===== config.mk =====
export PLATFORM = sky130hd
export DESIGN_NAME = mem_port_arbiter
export DESIGN_NICKNAME = d
export VERILOG_FILES = /design/src/rtl/mem_port_arbiter.sv
export SDC_FILE = /design/constraint.sdc
export NUM_CORES = 1
export LEC_CHECK = 0
export CAP_MARGIN = 25
export CORE_MARGIN = 3
export CORE_UTILIZATION = 45
export DETAILED_ROUTE_END_ITERATION = 16
export GPL_TIMING_DRIVEN = 0
export PLACE_DENSITY_LB_ADDON = 0.25
export SYNTH_ARGS = -nofsm -noshare
export SYNTH_HDL_FRONTEND = slang
export SYNTH_SLANG_ARGS = --single-unit

===== constraint.sdc =====
create_clock -name clk -period 12.06 [get_ports clk]
set_clock_uncertainty 0.05 [all_clocks]
set_input_delay 3.015 -clock clk [delete_from_list [all_inputs] [get_ports clk]]
set_output_delay 3.015 -clock clk [all_outputs]
set_load 0.01 [all_outputs]

===== src/rtl/mem_port_arbiter.sv =====
// Arbitrates the shared single-port instruction/data memory between fetch (I) and load/store (D).
// Define ARB_ROUND_ROBIN_EN for round-robin ties; default is D priority with an I anti-starvation count.
module mem_port_arbiter #(
    parameter int unsigned ADDR_W   = 32,
    parameter int unsigned DATA_W   = 32,
    parameter int unsigned MAX_WAIT = 3
) (
    input  logic              clk,
    input  logic              rst,
    input  logic              i_req,
    input  logic [ADDR_W-1:0] i_adr,
    output logic              i_ack,
    output logic [DATA_W-1:0] i_rdata,
    input  logic              d_req,
    input  logic              d_we,
    input  logic [ADDR_W-1:0] d_adr,
    input  logic [DATA_W-1:0] d_wdata,
    output logic              d_ack,
    output logic [DATA_W-1:0] d_rdata,
    output logic [ADDR_W-1:0] mem_adr,
    output logic              mem_read,
    output logic              mem_write,
    output logic [DATA_W-1:0] mem_wdata,
    input  logic [DATA_W-1:0] mem_rdata
);

    typedef enum logic [1:0] {StIdle, StAccess, StResp} state_e;

    localparam logic OwnI = 1'b0;
    localparam logic OwnD = 1'b1;

    state_e            state_q, state_d;
    logic              owner_q, owner_d;
    logic              we_q, we_d;
    logic [ADDR_W-1:0] adr_q, adr_d;
    logic [DATA_W-1:0] wdata_q, wdata_d;
    logic [DATA_W-1:0] i_rdata_q, i_rdata_d;
    logic [DATA_W-1:0] d_rdata_q, d_rdata_d;
    logic              i_ack_q, i_ack_d;
    logic              d_ack_q, d_ack_d;
    logic              mem_read_q, mem_read_d;
    logic              mem_write_q, mem_write_d;
    logic              grant_i;

`ifdef ARB_ROUND_ROBIN_EN
    logic rr_last_q, rr_last_d;

    // On a tie, the requester not granted last goes next.
    always_comb begin
        grant_i = i_req && (!d_req || (rr_last_q == OwnD));
    end
`else
    localparam logic [3:0] MaxWaitC = 4'(MAX_WAIT);

    logic [3:0] wait_cnt_q, wait_cnt_d;

    // D wins ties until I has lost MAX_WAIT ties in a row.
    always_comb begin
        grant_i = i_req && (!d_req || (wait_cnt_q >= MaxWaitC));
    end
`endif

    always_comb begin
        state_d     = state_q;
        owner_d     = owner_q;
        we_d        = we_q;
        adr_d       = adr_q;
        wdata_d     = wdata_q;
        i_rdata_d   = i_rdata_q;
        d_rdata_d   = d_rdata_q;
        i_ack_d     = 1'b0;
        d_ack_d     = 1'b0;
        mem_read_d  = 1'b0;
        mem_write_d = 1'b0;
`ifdef ARB_ROUND_ROBIN_EN
        rr_last_d   = rr_last_q;
`else
        wait_cnt_d  = wait_cnt_q;
`endif
        unique case (state_q)
            StIdle: begin
                if (i_req || d_req) begin
                    owner_d     = grant_i ? OwnI : OwnD;
                    adr_d       = grant_i ? i_adr : d_adr;
                    we_d        = !grant_i && d_we;
                    wdata_d     = grant_i ? wdata_q : d_wdata;
                    mem_read_d  = !we_d;
                    mem_write_d = we_d;
                    state_d     = StAccess;
`ifdef ARB_ROUND_ROBIN_EN
                    rr_last_d   = owner_d;
`else
                    if (grant_i) begin
                        wait_cnt_d = 4'd0;
                    end else if (i_req && wait_cnt_q != 4'hF) begin
                        wait_cnt_d = wait_cnt_q + 4'd1;
                    end
`endif
                end
            end
            StAccess: begin
                if (!we_q) begin
                    if (owner_q == OwnD) begin
                        d_rdata_d = mem_rdata;
                    end else begin
                        i_rdata_d = mem_rdata;
                    end
                end
                i_ack_d = (owner_q == OwnI);
                d_ack_d = (owner_q == OwnD);
                state_d = StResp;
            end
            StResp: begin
                state_d = StIdle;
            end
            default: begin
                state_d = StIdle;
            end
        endcase
    end

    // Async reset drops mem_write at once, so an interrupted write never commits.
    always_ff @(posedge clk or posedge rst) begin
        if (rst) begin
            state_q     <= StIdle;
            owner_q     <= OwnI;
            we_q        <= 1'b0;
            adr_q       <= '0;
            wdata_q     <= '0;
            i_rdata_q   <= '0;
            d_rdata_q   <= '0;
            i_ack_q     <= 1'b0;
            d_ack_q     <= 1'b0;
            mem_read_q  <= 1'b0;
            mem_write_q <= 1'b0;
`ifdef ARB_ROUND_ROBIN_EN
            rr_last_q   <= OwnD;
`else
            wait_cnt_q  <= 4'd0;
`endif
        end else begin
            state_q     <= state_d;
            owner_q     <= owner_d;
            we_q        <= we_d;
            adr_q       <= adr_d;
            wdata_q     <= wdata_d;
            i_rdata_q   <= i_rdata_d;
            d_rdata_q   <= d_rdata_d;
            i_ack_q     <= i_ack_d;
            d_ack_q     <= d_ack_d;
            mem_read_q  <= mem_read_d;
            mem_write_q <= mem_write_d;
`ifdef ARB_ROUND_ROBIN_EN
            rr_last_q   <= rr_last_d;
`else
            wait_cnt_q  <= wait_cnt_d;
`endif
        end
    end

    assign i_ack     = i_ack_q;
    assign d_ack     = d_ack_q;
    assign i_rdata   = i_rdata_q;
    assign d_rdata   = d_rdata_q;
    assign mem_adr   = adr_q;
    assign mem_wdata = wdata_q;
    assign mem_read  = mem_read_q;
    assign mem_write = mem_write_q;

endmodule


* After elaboration in Yosys (flattened, before gate mapping) *
Cells that the tools add are included.

cells by class
  add/subtract/negate cells = 1
  multiply operators = 0
  div/mod/pow operators = 0
  $lt $le $gt $ge = 1
  equality and inequality tests = 3
  shift operators = 0
  multiplexer cells = 12
  bitwise gates (word level) = 3
  reductions and logical operators = 15

operator list
  operator                                                                number
  32-bit two-way mux                                                      1
  3-bit AND reduction                                                     4
  4-bit two-way mux                                                       2
  1-bit two-way mux                                                       7
  4-bit by 1-bit adder with 4-bit output (second input constant)          1
  4-bit by 2-bit >= comparator with 1-bit output (second input constant)  1
  4-bit inequality test (second input constant)                           1
  2-bit case mux with 2 select lines                                      1
  1-bit logical AND                                                       3
  1-bit logical NOT                                                       3
  1-bit NOT                                                               3
  2-bit by 1-bit == test with 1-bit output (second input constant)        1
  2-bit logical NOT                                                       1
  1-bit logical OR                                                        2
  2-bit two-way mux                                                       1
  2-bit inequality test (second input constant)                           1
  2-bit AND reduction                                                     1
  2-bit nonzero test                                                      1

word-level totals
  flip-flop bits (word level) = 140
  latch bits = 0
  bits in writable memories = 0
  bits in read-only memories = 0
  bits of input ports = 133
  output and inout port bits = 132
  word-level logic and storage cells = 47
  memories kept = 0

* Longest topological paths before layout *
  word-level depth = 8
  gate-level depth with buffers = 7
  mapped depth without buffers = 4

* Least setup slack after synthesis *
No wires, ideal clock.

  path type = in2reg
  from = input d_req
  to = register wdata_q[10] (netlist: mem_wdata[10])
  setup time = 125 ps
  data arrival time = 4538 ps
  data required time = 11885 ps
  slack = 7347 ps
  cell stages on the path = 5
  path buffers = 2
  cells stage by stage = or4b_1 -> buf_2 -> a211oi_4 -> buf_6 -> mux2_2

on the way
  cells in the longest elaborated chain, start to end = 5
  elaborated cells on any way between the ends = 6
  classes of those cells = 1 x bitwise; 5 x reduce/logical

ends and longest elaborated chain
  what                                    RTL line  RTL
  from (decl)                             14        input logic d_req,
  1-bit logical NOT                       59        grant_i = i_req && (!d_req || (wait_cnt_q >= MaxWaitC));
  1-bit logical OR                        59
  1-bit logical AND                       59
  1-bit NOT (no source line)              --
  3-bit AND reduction (no source line) *  --
  to (signal assigned)                    146       wdata_q <= wdata_d;
  to (decl)                               36        logic [DATA_W-1:0] wdata_q, wdata_d;

Mark *: on every way between the ends. The rest lies on a longest branch, timed or not.
A chain may end at the register's enable or synchronous reset.

* Worst setup path after layout *
  from = input d_req
  to = register wdata_q[18] (netlist: mem_wdata[18])

Same word-level chain as after synthesis.

==> results list <==
- Outcome: finished clean
* Register area: 3503 µm²
* Number of instances in the synthesized netlist: 432
- The worst pin sits at a relative slew slack of 0.5832.
- Multi-input combinational cell area: 2021 µm²
- Post-DP HPWL: 12420 µm
- The worst-case IR drop observed on VDD is 0.1291 mV.
- Count of pins over their slew limit: 0
- The worst hold path belongs to the class flip-flop to flip-flop.
- Leaving out fill and tap cells, the most frequent cell in the layout is sky130_fd_sc_hd__clkdlybuf4s50_1.
* F_max: 200.1 MHz
- Dividing the detail-routed wire length by the instance count gives 18.25 µm.
* Resized cells post-CTS: 0
- Level count of the clock H-tree: 4
- X dimension of the die: 118.6 µm
* Hold Fails Final Rpt: 0
- The final route contains 4717 vias.
- In the global route stage, overall resource usage came out at 0.2360.
- The clock reaches the later pin of the worst-skew pair after 0.41 ns.
* Synth unique cells: 27
- Setup violations remaining at the end of the flow were counted as 0.
- The tree is rooted in a sky130_fd_sc_hd__clkbuf_16.
- After the first detailed-routing iteration, the DRC count stood at 316.
- Register bit total from synthesis: 140
- The initial utilization of the core area, before any placement, comes to 0.4675.
- Crit path cell chain: clkdlybuf4s50_1 -> or4b_1 -> buf_2 -> a211oi_4 -> buf_6 -> mux2_2
* Floorplan Core Area: 12210 µm²
- The via count of the first global-routing pass is 5114.
- Adding up every negative setup slack in the final design gives 0 ns.
- Initial antenna violation count: 0
* Count of max-cap constraint violations: 0
- The die covers 14070 µm².
- In this design, the largest share of critical-path delay is due to buffers and inverters.
- Clock buffer depth: 2
* Met2 Routed Length: 8572 µm
* Wire length of the first global-routing pass: 26410 µm
- Power Internal: 1716 µW
- CP endpoint kind: flip-flop
- Clock tree from TritonCTS: yes
* Number of hold buffers added after cts: 0
- Final Util: 0.7539
* Synthesis Warnings: 0
- Required time at the worst-slack endpoint: 12.30 ns
- Share of layout cells above drive strength 1: 0.1879
- The repair_antennas step left the layout with diodes totalling 0.
- Post-CTS Setup Repair Bufs: 0
* Slowest stage cell on the critical path: sky130_fd_sc_hd__a211oi_4
* First-pass DRT Iterations: 6
- The critical path is of the primary input to flip-flop type.
- # rows: 40
- Total routed wirelength: 16370 µm
- Post-route DRC violation count: 0
- Clock network fraction of total power: 0.211
- Entering global routing, the biggest net connects 97 pins.
* Maximum fanout along the worst path: 10
* Minimum clock period: 4.997 ns
- Fraction of power spent switching nets: 0.3160
* Total power density per cell area: 272.5 nW/µm²
- Of the total power, combinational logic draws 0.458.
* Transition time at the pin with the least slew margin: 0.6253 ns
- CTS Buf Count: 17
- Final GP Congestion: 0.8405
* Critical path buffer and inverter count: 3
* Per-cell via count in the routed design: 5.259
* Part of the power in registers: 0.331
- Each instance of the synthesized netlist takes up on average 13.22 µm².
- Critical path arrival: 5.24 ns
- After detailed routing, the wire length on met1 is 6101 µm.
- Clock-pin slew of the registers on the worst-case setup and hold paths: 0.06 ns
- Tcrit/Tclk final: 0.4144
- NumNets Final: 850
* Post-DRT Antenna Nets: 0
- After detailed routing, the met3 layer carries 1316 µm of wire.
- The worst setup path is launched from a primary input.
- Number of I/O pins: 265
- The analysis attributes to cell leakage a power of 0.003696 µW.
- Post-synth net total: 566
* Most frequent cells in the layout: 264 x sky130_fd_sc_hd__clkdlybuf4s50_1, 140 x sky130_fd_sc_hd__dfrtp_1, 96 x sky130_fd_sc_hd__mux2_2
- From bottom edge to top edge, the die measures 118.6 µm.
- The highest layer touched by signal routing is met4.
- In this run the power spent charging and discharging nets is 792.8 µW.
* RSZ-0062 raised after global routing: no
- Global routing finished with a remaining overflow of 0.
- After layout, the design draws a total of 2509 µW.
- For this run, the register share of the synthesized area comes to 0.6136.
* Count of buffers from port buffering: 264
* Final-layout worst hold slack: 0.4181 ns
* Cell area after synthesis: 5709 µm²
* TritonCTS Sinks: 140
* Layout fillers: 848
- Crit-path max cell delay: 0.51 ns
- Growth of design area from synthesis to finish: 61.25%
## worst reg2reg max path, stage by stage, from the launching register on
cell	delay [ns]
sky130_fd_sc_hd__dfrtp_1	0.39
sky130_fd_sc_hd__ha_1	0.20
sky130_fd_sc_hd__or4b_1	0.45
sky130_fd_sc_hd__buf_2	0.21
sky130_fd_sc_hd__a211oi_4	0.51
sky130_fd_sc_hd__buf_6	0.23
sky130_fd_sc_hd__mux2_2	0.35
## synth_stat cells (all sizes together)
library cell	n	share of area
nor3	1	0.00088
or2	2	0.0022
a21o	1	0.0013
o21ai	32	0.028
mux2	97	0.19
a21oi	1	0.00088
or3b	1	0.0015
nand4	32	0.035
ha	1	0.0022
and3b	1	0.0015
o211ai	32	0.042
nand2b	1	0.0011
buf	12	0.012
inv	3	0.0020
nor2	4	0.0026
dfrtp	140	0.61
a211oi	1	0.0035
nand2	2	0.0013
and2	4	0.0044
a22o	2	0.0031
or4b	1	0.0018
nor2b	1	0.0011
nand3	32	0.028
clkbuf	28	0.018
## final timing paths
check,from,end,slack (ns),depth (start not counted)
setup / recovery,d_req,mem_wdata[18],7.06,6
hold / removal,owner_q,i_ack,0.42,1
setup reg to reg,wait_cnt_q[0],mem_wdata[18],9.56,6
hold reg to reg,owner_q,i_ack,0.42,1
max in group asynchronous,rst,mem_adr[29],8.23,3
min in group asynchronous,rst,d_rdata[20],2.96,2
## layer usage
metal / vias to the layer above / global-route usage
li1: 2154 / -
met1: 2289 / 0.2665
met2: 245 / 0.4185
met3: 29 / 0.07177
met4: 0 / 0.08907
met5: - / 0
## sequential cells by signal, summed over array words and instances, names as in the netlist
name        cells
i_rdata        32
d_ack           1
mem_wdata      32
mem_write       1
i_ack           1
owner_q         1
state_q         2
wait_cnt_q      4
mem_adr        32
d_rdata        32
we_q            1
mem_read        1
## kinds of logic (layout without fill, tap and decap cells)
logic type | count (synthesis) | in the layout | share of synthesized area
fa+ha+maj | 1 | 1 | 0.002191
compound gates | 69 | 69 | 0.07890
mux | 97 | 97 | 0.1913
buf+inv | 43 | 340 | 0.03243
flops | 140 | 140 | 0.6136
simple gates | 82 | 82 | 0.08152
## layout make-up
| class | instances | area share |
|---|---|---|
| sequential | 140 | 0.3805 |
| timing repair buffer | 265 | 0.2900 |
| multi-input combinational | 249 | 0.2195 |
| clock buffer | 21 | 0.05110 |
| tap | 168 | 0.02283 |
| buffer | 40 | 0.01889 |
| clock inverter | 11 | 0.01536 |
| inverter | 3 | 0.001767 |
## through the flow
stage                     std cells  instance area [µm²]  setup slack, ns
after CTS                       897                 9206            7.026
after floorplan                 432                 5709            5.242
after detailed placement        865                 8594            6.599
after global routing            897                 9206            6.954
final                           897                 9206            7.063
after global placement          864                 8562            3.536
## power groups by stage
| stage | Clock (µW) | Sequential [µW] | Combinational [µW] |
|---|---|---|---|
| floorplan | 0 | 928 | 428 |
| global placement | 0 | 819 | 1130 |
| detailed placement | 0 | 835 | 1160 |
| CTS | 540 | 830 | 1160 |
| global route | 564 | 859 | 1230 |
| finish | 530 | 830 | 1150 |
Power figures use the tool's default switching activity.
==> patch 1, RTL diff (same flow settings) <==
Reset style: synchronous (`rst`), changed in one clocked block. Comments in the files are not updated.
--- a/src/rtl/mem_port_arbiter.sv
+++ b/src/rtl/mem_port_arbiter.sv
@@ -120,7 +120,7 @@
     end
 
     // Async reset drops mem_write at once, so an interrupted write never commits.
-    always_ff @(posedge clk or posedge rst) begin
+    always_ff @(posedge clk) begin
         if (rst) begin
             state_q     <= StIdle;
             owner_q     <= OwnI;
Formal check against the unedited RTL: differs if rst is asserted again (counterexample within 4 cycles, from zero or initial values and one cycle with rst high); with rst held inactive, the same outputs for 4 cycles.
==> patch 1 against the unedited design <==
- sequential cell count unchanged
- cell area down 3.4%
- worst setup slack better by 150 ps
- synthesized area down 4.8%
- critical path depth unchanged
- routed wire length up 12%
Power is not compared: it rests on default switching activity, and its combinational part moved more than twofold at a synthesized area within 25%.
==> patch 1: results (changes against the unedited design) <==
- Result of the run: finished clean
- Post-synthesis mux area share: 5.89% (-13 points)
- Worst VDD drop: 0.0000961 V
- Design Power: 1300 µW
- Detailed Routing Iterations Pass 1: 5 (-1)
- Synth Area in Compound Gates: 18.1% (+10 points)
- Launch instance of the worst register-to-register path: wait_cnt_q[0]
- Normalized max-slew margin: 37.3% (-21 points)
- Worst-case register-to-register setup slack: 9770 ps (+210 ps)
- Cell with the largest stage delay on the worst path: sky130_fd_sc_hd__clkdlybuf4s50_1
- Crit path arrival time: 5120 ps (-120 ps)
- Overall global routing resource usage: 26.1% (+2.5 points)
- Pin count of the biggest net entering global routing: 17 (-82%)
- Number of nets at the end of the flow: 1072 (+26%)
- Static Leak: 0.00321 µW
- Global-route wire length before repair: 27700 µm (+5.0%)
- Primary flip-flop cell chosen by synthesis mapping: sky130_fd_sc_hd__dfxtp_1
- Via count of the first global-routing pass: 5709 (+12%)
- Net count of the mapped netlist: 788 (+39%)
- Wire length reported by the detailed router: 18300 µm (+12%)
- Worst setup slack before clock tree synthesis: 6600 ps (+5.45 ps)
- List of most frequent post-synthesis cells: 195 x sky130_fd_sc_hd__nand2_1, 140 x sky130_fd_sc_hd__dfxtp_1, 98 x sky130_fd_sc_hd__a21oi_1
- Fraction of registers with async set/reset: 0% (-100 points)
- Largest cells by area after synthesis: sky130_fd_sc_hd__dfxtp_1 52%, sky130_fd_sc_hd__nand2_1 13%, sky130_fd_sc_hd__a21oi_1 9.0%
- Netlist cell types: 31 (+15%)
- Adder-cell area share of the yosys netlist: 0.230% (+0.011 points)
- Fmax: 206 MHz (+3.2%)
- First DRT Iteration DRCs: 579 (+83%)
- Type of the tightest min-delay check: flip-flop to flip-flop
- Fraction of layout cells with a size suffix above 1: 4.10% (-15 points)
- Half-perimeter wire length after detailed placement: 13800 µm (+11%)
- Terminus of the critical flop-to-flop path: mem_wdata[13]
- Final Wtd Congestion: 0.844 (+0.46%)
- Via density per instance: 5.41 (+2.9%)
-- patch 1: cells by family (layout without fill, tap and decap cells) --
family,count (synthesis),after routing
simple gates,250,250
compound gates,168,168
flops,140,140
buf+inv,63,360
mux,32,32
fa+ha+maj,1,1
-- patch 1: per-stage QoR --
step | utilization (%) | hold slack [ps] | instances | instance area, µm²
final | 76.5 | 406 | 1094 | 8890
after global routing | 76.5 | 420 | 1094 | 8890
after CTS | 76.5 | 406 | 1093 | 8880
after detailed placement | 71.1 | 397 | 1061 | 8260
after global placement | 71.1 | 392 | 1061 | 8260
after floorplan | - | 399 | 654 | 5440
-- patch 1: worst min path at each step --
stage | cells after the start | end | start
after detailed placement | 2 | i_rdata[4] | i_rdata[4]
after global placement | 2 | mem_wdata[17] | mem_wdata[17]
after CTS | 2 | i_rdata[12] | i_rdata[12]
after global routing | 2 | i_rdata[12] | i_rdata[12]
final | 2 | i_rdata[11] | i_rdata[11]
after floorplan | 2 | wait_cnt_q[1] | wait_cnt_q[1]
-- patch 1: metal layers --
| layer | share of wire, % | vias to the layer above | track usage, % |
|---|---|---|---|
| met4 | 2.6 | 0 | 10.7 |
| li1 | - | 2820 | - |
| met2 | 50 | 279 | 45.8 |
| met5 | 0 | - | 0 |
| met1 | 39 | 2782 | 29.7 |
| met3 | 8.6 | 36 | 7.57 |
-- patch 1: cell type report --
type                            instances  area (µm²)
Sequential cell                       140        2800
Fill cell                             809        2720
Timing Repair Buffer                  265        2650
Multi-Input combinational cell        451        2360
Clock buffer                           27         523
Buffer                                 60         262
Tap cell                              143         179
Clock inverter                          5         103
Inverter                                3        11.3
-- patch 1: worst max-delay path, delay by kind of cell --
| kind | cells | cell delay (ps) |
|---|---|---|
| buf+inv | 3 | 930 |
| mux | 1 | 220 |
| compound gates | 1 | 510 |
| simple gates | 1 | 430 |
==> patch 2, RTL diff (same flow settings) <==
Without the edit above. Change the parameter `ADDR_W` from 32 to 36.
--- a/src/rtl/mem_port_arbiter.sv
+++ b/src/rtl/mem_port_arbiter.sv
@@ -1,7 +1,7 @@
 // Arbitrates the shared single-port instruction/data memory between fetch (I) and load/store (D).
 // Define ARB_ROUND_ROBIN_EN for round-robin ties; default is D priority with an I anti-starvation count.
 module mem_port_arbiter #(
-    parameter int unsigned ADDR_W   = 32,
+    parameter int unsigned ADDR_W   = 36,
     parameter int unsigned DATA_W   = 32,
     parameter int unsigned MAX_WAIT = 3
 ) (
Ports: changed (resized d_adr, i_adr and mem_adr); port bits go from 265 to 277. No check against the original RTL was run, so the function may have changed too.
==> patch 2 against the unedited design <==
- sequential cell count up 4
- routed wire length up 9.6%
- maximum frequency about the same
- power up 5.4%
- die area up 3.3%
- sequential power up 2.9%
- cell area up 4.1%
- synthesized cell count up 4.9%
- worst setup slack better by 4.5 ps
- count of clock-buffer cells in the layout down 3
- synthesized area up 3.5%
- critical endpoint is now mem_wdata[10]
- highest routed layer unchanged
==> patch 2: results (changes against the unedited design) <==
- Result of the run: finished clean
- Cell taking the most area after synthesis: sky130_fd_sc_hd__dfrtp_1
- Netlist cell types: 27 (unchanged)
- Kind of cell adding the most delay to the critical path: buffers and inverters
- Antenna diodes: 0 (unchanged)
- Clock latency on the worst-skew pair: 410 ps (about the same)
- Clock root cell: sky130_fd_sc_hd__clkbuf_16
- Pin count of the biggest net entering global routing: 91 (-6.2%)
- Type of the tightest min-delay check: flip-flop to flip-flop
- Met2 GRT Util: 43.4% (+1.5 points)
- Via count of the first global-routing pass: 5251 (+2.7%)
- Post-synthesis sequential area ratio: 61.0% (-0.37 points)
- Crit-path max cell delay: 560 ps (+50 ps)
- Fraction of registers with async set/reset: 100% (unchanged)
- Half-perimeter wire length after detailed placement: 13400 µm (+8.2%)
- Global-route track usage on met1: 29.6% (+2.9 points)
- Fraction of layout cells with a size suffix above 1: 18.0% (-0.81 points)
- Largest cells by area after synthesis: sky130_fd_sc_hd__dfrtp_1 61%, sky130_fd_sc_hd__mux2_2 18%, sky130_fd_sc_hd__o211ai_1 4.6%
- Via density per instance: 5.42 (+3.0%)
- Detailed Routing Iterations Pass 1: 5 (-1)
- CTS HTree Levels: 4 (unchanged)
- Worst VDD drop: 0.000128 V (-0.97%)
- Wire length reported by the detailed router: 17900 µm (+9.6%)
- Final Wtd Congestion: 0.900 (+7.0%)
- Total of warnings raised by yosys: 0 (unchanged)
- Initial antenna violation count: 0 (unchanged)
- Global routing usage on met3: 8.33% (+1.1 points)
- CTS Buffer Depth: 2 (unchanged)
- Static Leak: 0.00382 µW (+3.4%)
- Number of nets at the end of the flow: 891 (+4.8%)
- Fill cell count: 862 (+1.7%)
- Net count of the mapped netlist: 595 (+5.1%)
- Slew at the pin closest to its max-slew limit: 919 ps (+293 ps)
- DP Area: 8920 µm² (+3.8%)
- Cell with the largest stage delay on the worst path: sky130_fd_sc_hd__a211oi_4
- Clock-pin slew on the worst setup and hold paths: 60 ps (about the same)
- First DRT Iteration DRCs: 364 (+15%)
- Overall global routing resource usage: 25.1% (+1.5 points)
- List of most frequent post-synthesis cells: 144 x sky130_fd_sc_hd__dfrtp_1, 95 x sky130_fd_sc_hd__mux2_2
- Number of port buffers: 276 (+4.5%)
- Inserted Clock Buffers: 17 (unchanged)
- Global-route wire length before repair: 28400 µm (+7.5%)
- Post-CTS Setup Inserts: 0 (unchanged)
- Flip-flop count of the largest register, all copies and words added: 36
-- patch 2: cell type report --
cell class | instances | area [µm²] | share of cell area [%]
clock buffer | 18 | 439 | 4.58
buffer | 41 | 178 | 1.85
sequential | 144 | 3600 | 37.6
clock inverter | 14 | 226 | 2.36
multi-input combinational | 265 | 2120 | 22.1
inverter | 3 | 16.3 | 0.170
tap | 172 | 215 | 2.25
timing repair buffer | 277 | 2790 | 29.1
-- patch 2: per-stage QoR --
step,hold slack [ps],utilization (%),instances,setup WS (ps),power (µW)
final,426,75.3,934,7070,2640
after global routing,455,75.3,934,7010,2780
after CTS,433,75.3,934,7070,2660
after detailed placement,418,70.1,902,6630,2070
after global placement,412,69.8,901,3410,2020
after floorplan,391,-,453,5130,1400
-- patch 2: logic make-up after synthesis --
group	synth area share, %
adders and majority gates	0.212
buffers and inverters	3.20
AOI/OAI and AO/OA	8.47
DFF	61.0
and+or+nand+nor	8.64
muxes	18.5
-- patch 2: worst paths after layout --
kind | cells past startpoint | startpoint | end | slack (ps)
setup / recovery | 6 | d_req | mem_wdata[10] | 7070
hold / removal | 1 | owner_q | i_ack | 430
setup reg to reg | 6 | wait_cnt_q[0] | mem_wdata[10] | 9560
hold reg to reg | 1 | owner_q | i_ack | 430
max in group asynchronous | 3 | rst | state_q[0] | 8170
min in group asynchronous | 2 | rst | d_rdata[31] | 2980
-- patch 2: worst reg2reg max path: stages, from the launching register on --
cell	delay [ps]
sky130_fd_sc_hd__dfrtp_1	380
sky130_fd_sc_hd__ha_1	190
sky130_fd_sc_hd__or4b_1	450
sky130_fd_sc_hd__buf_2	160
sky130_fd_sc_hd__a211oi_4	560
sky130_fd_sc_hd__buf_6	240
sky130_fd_sc_hd__mux2_2	350
-- patch 2: where the power goes --
part           leakage, µW  internal, µW  total (µW)  switching [µW]
Combinational      0.00178           688        1200             515
Clock             0.000319           377         587             210
Sequential         0.00173           727         854             128
Total              0.00382          1790        2640             853
-- patch 2: layer usage --
metal | vias to the layer above | share of wire [%]
li1 | 2280 | -
met1 | 2485 | 36
met2 | 273 | 52
met3 | 20 | 10
met4 | 0 | 1.5
met5 | - | 0
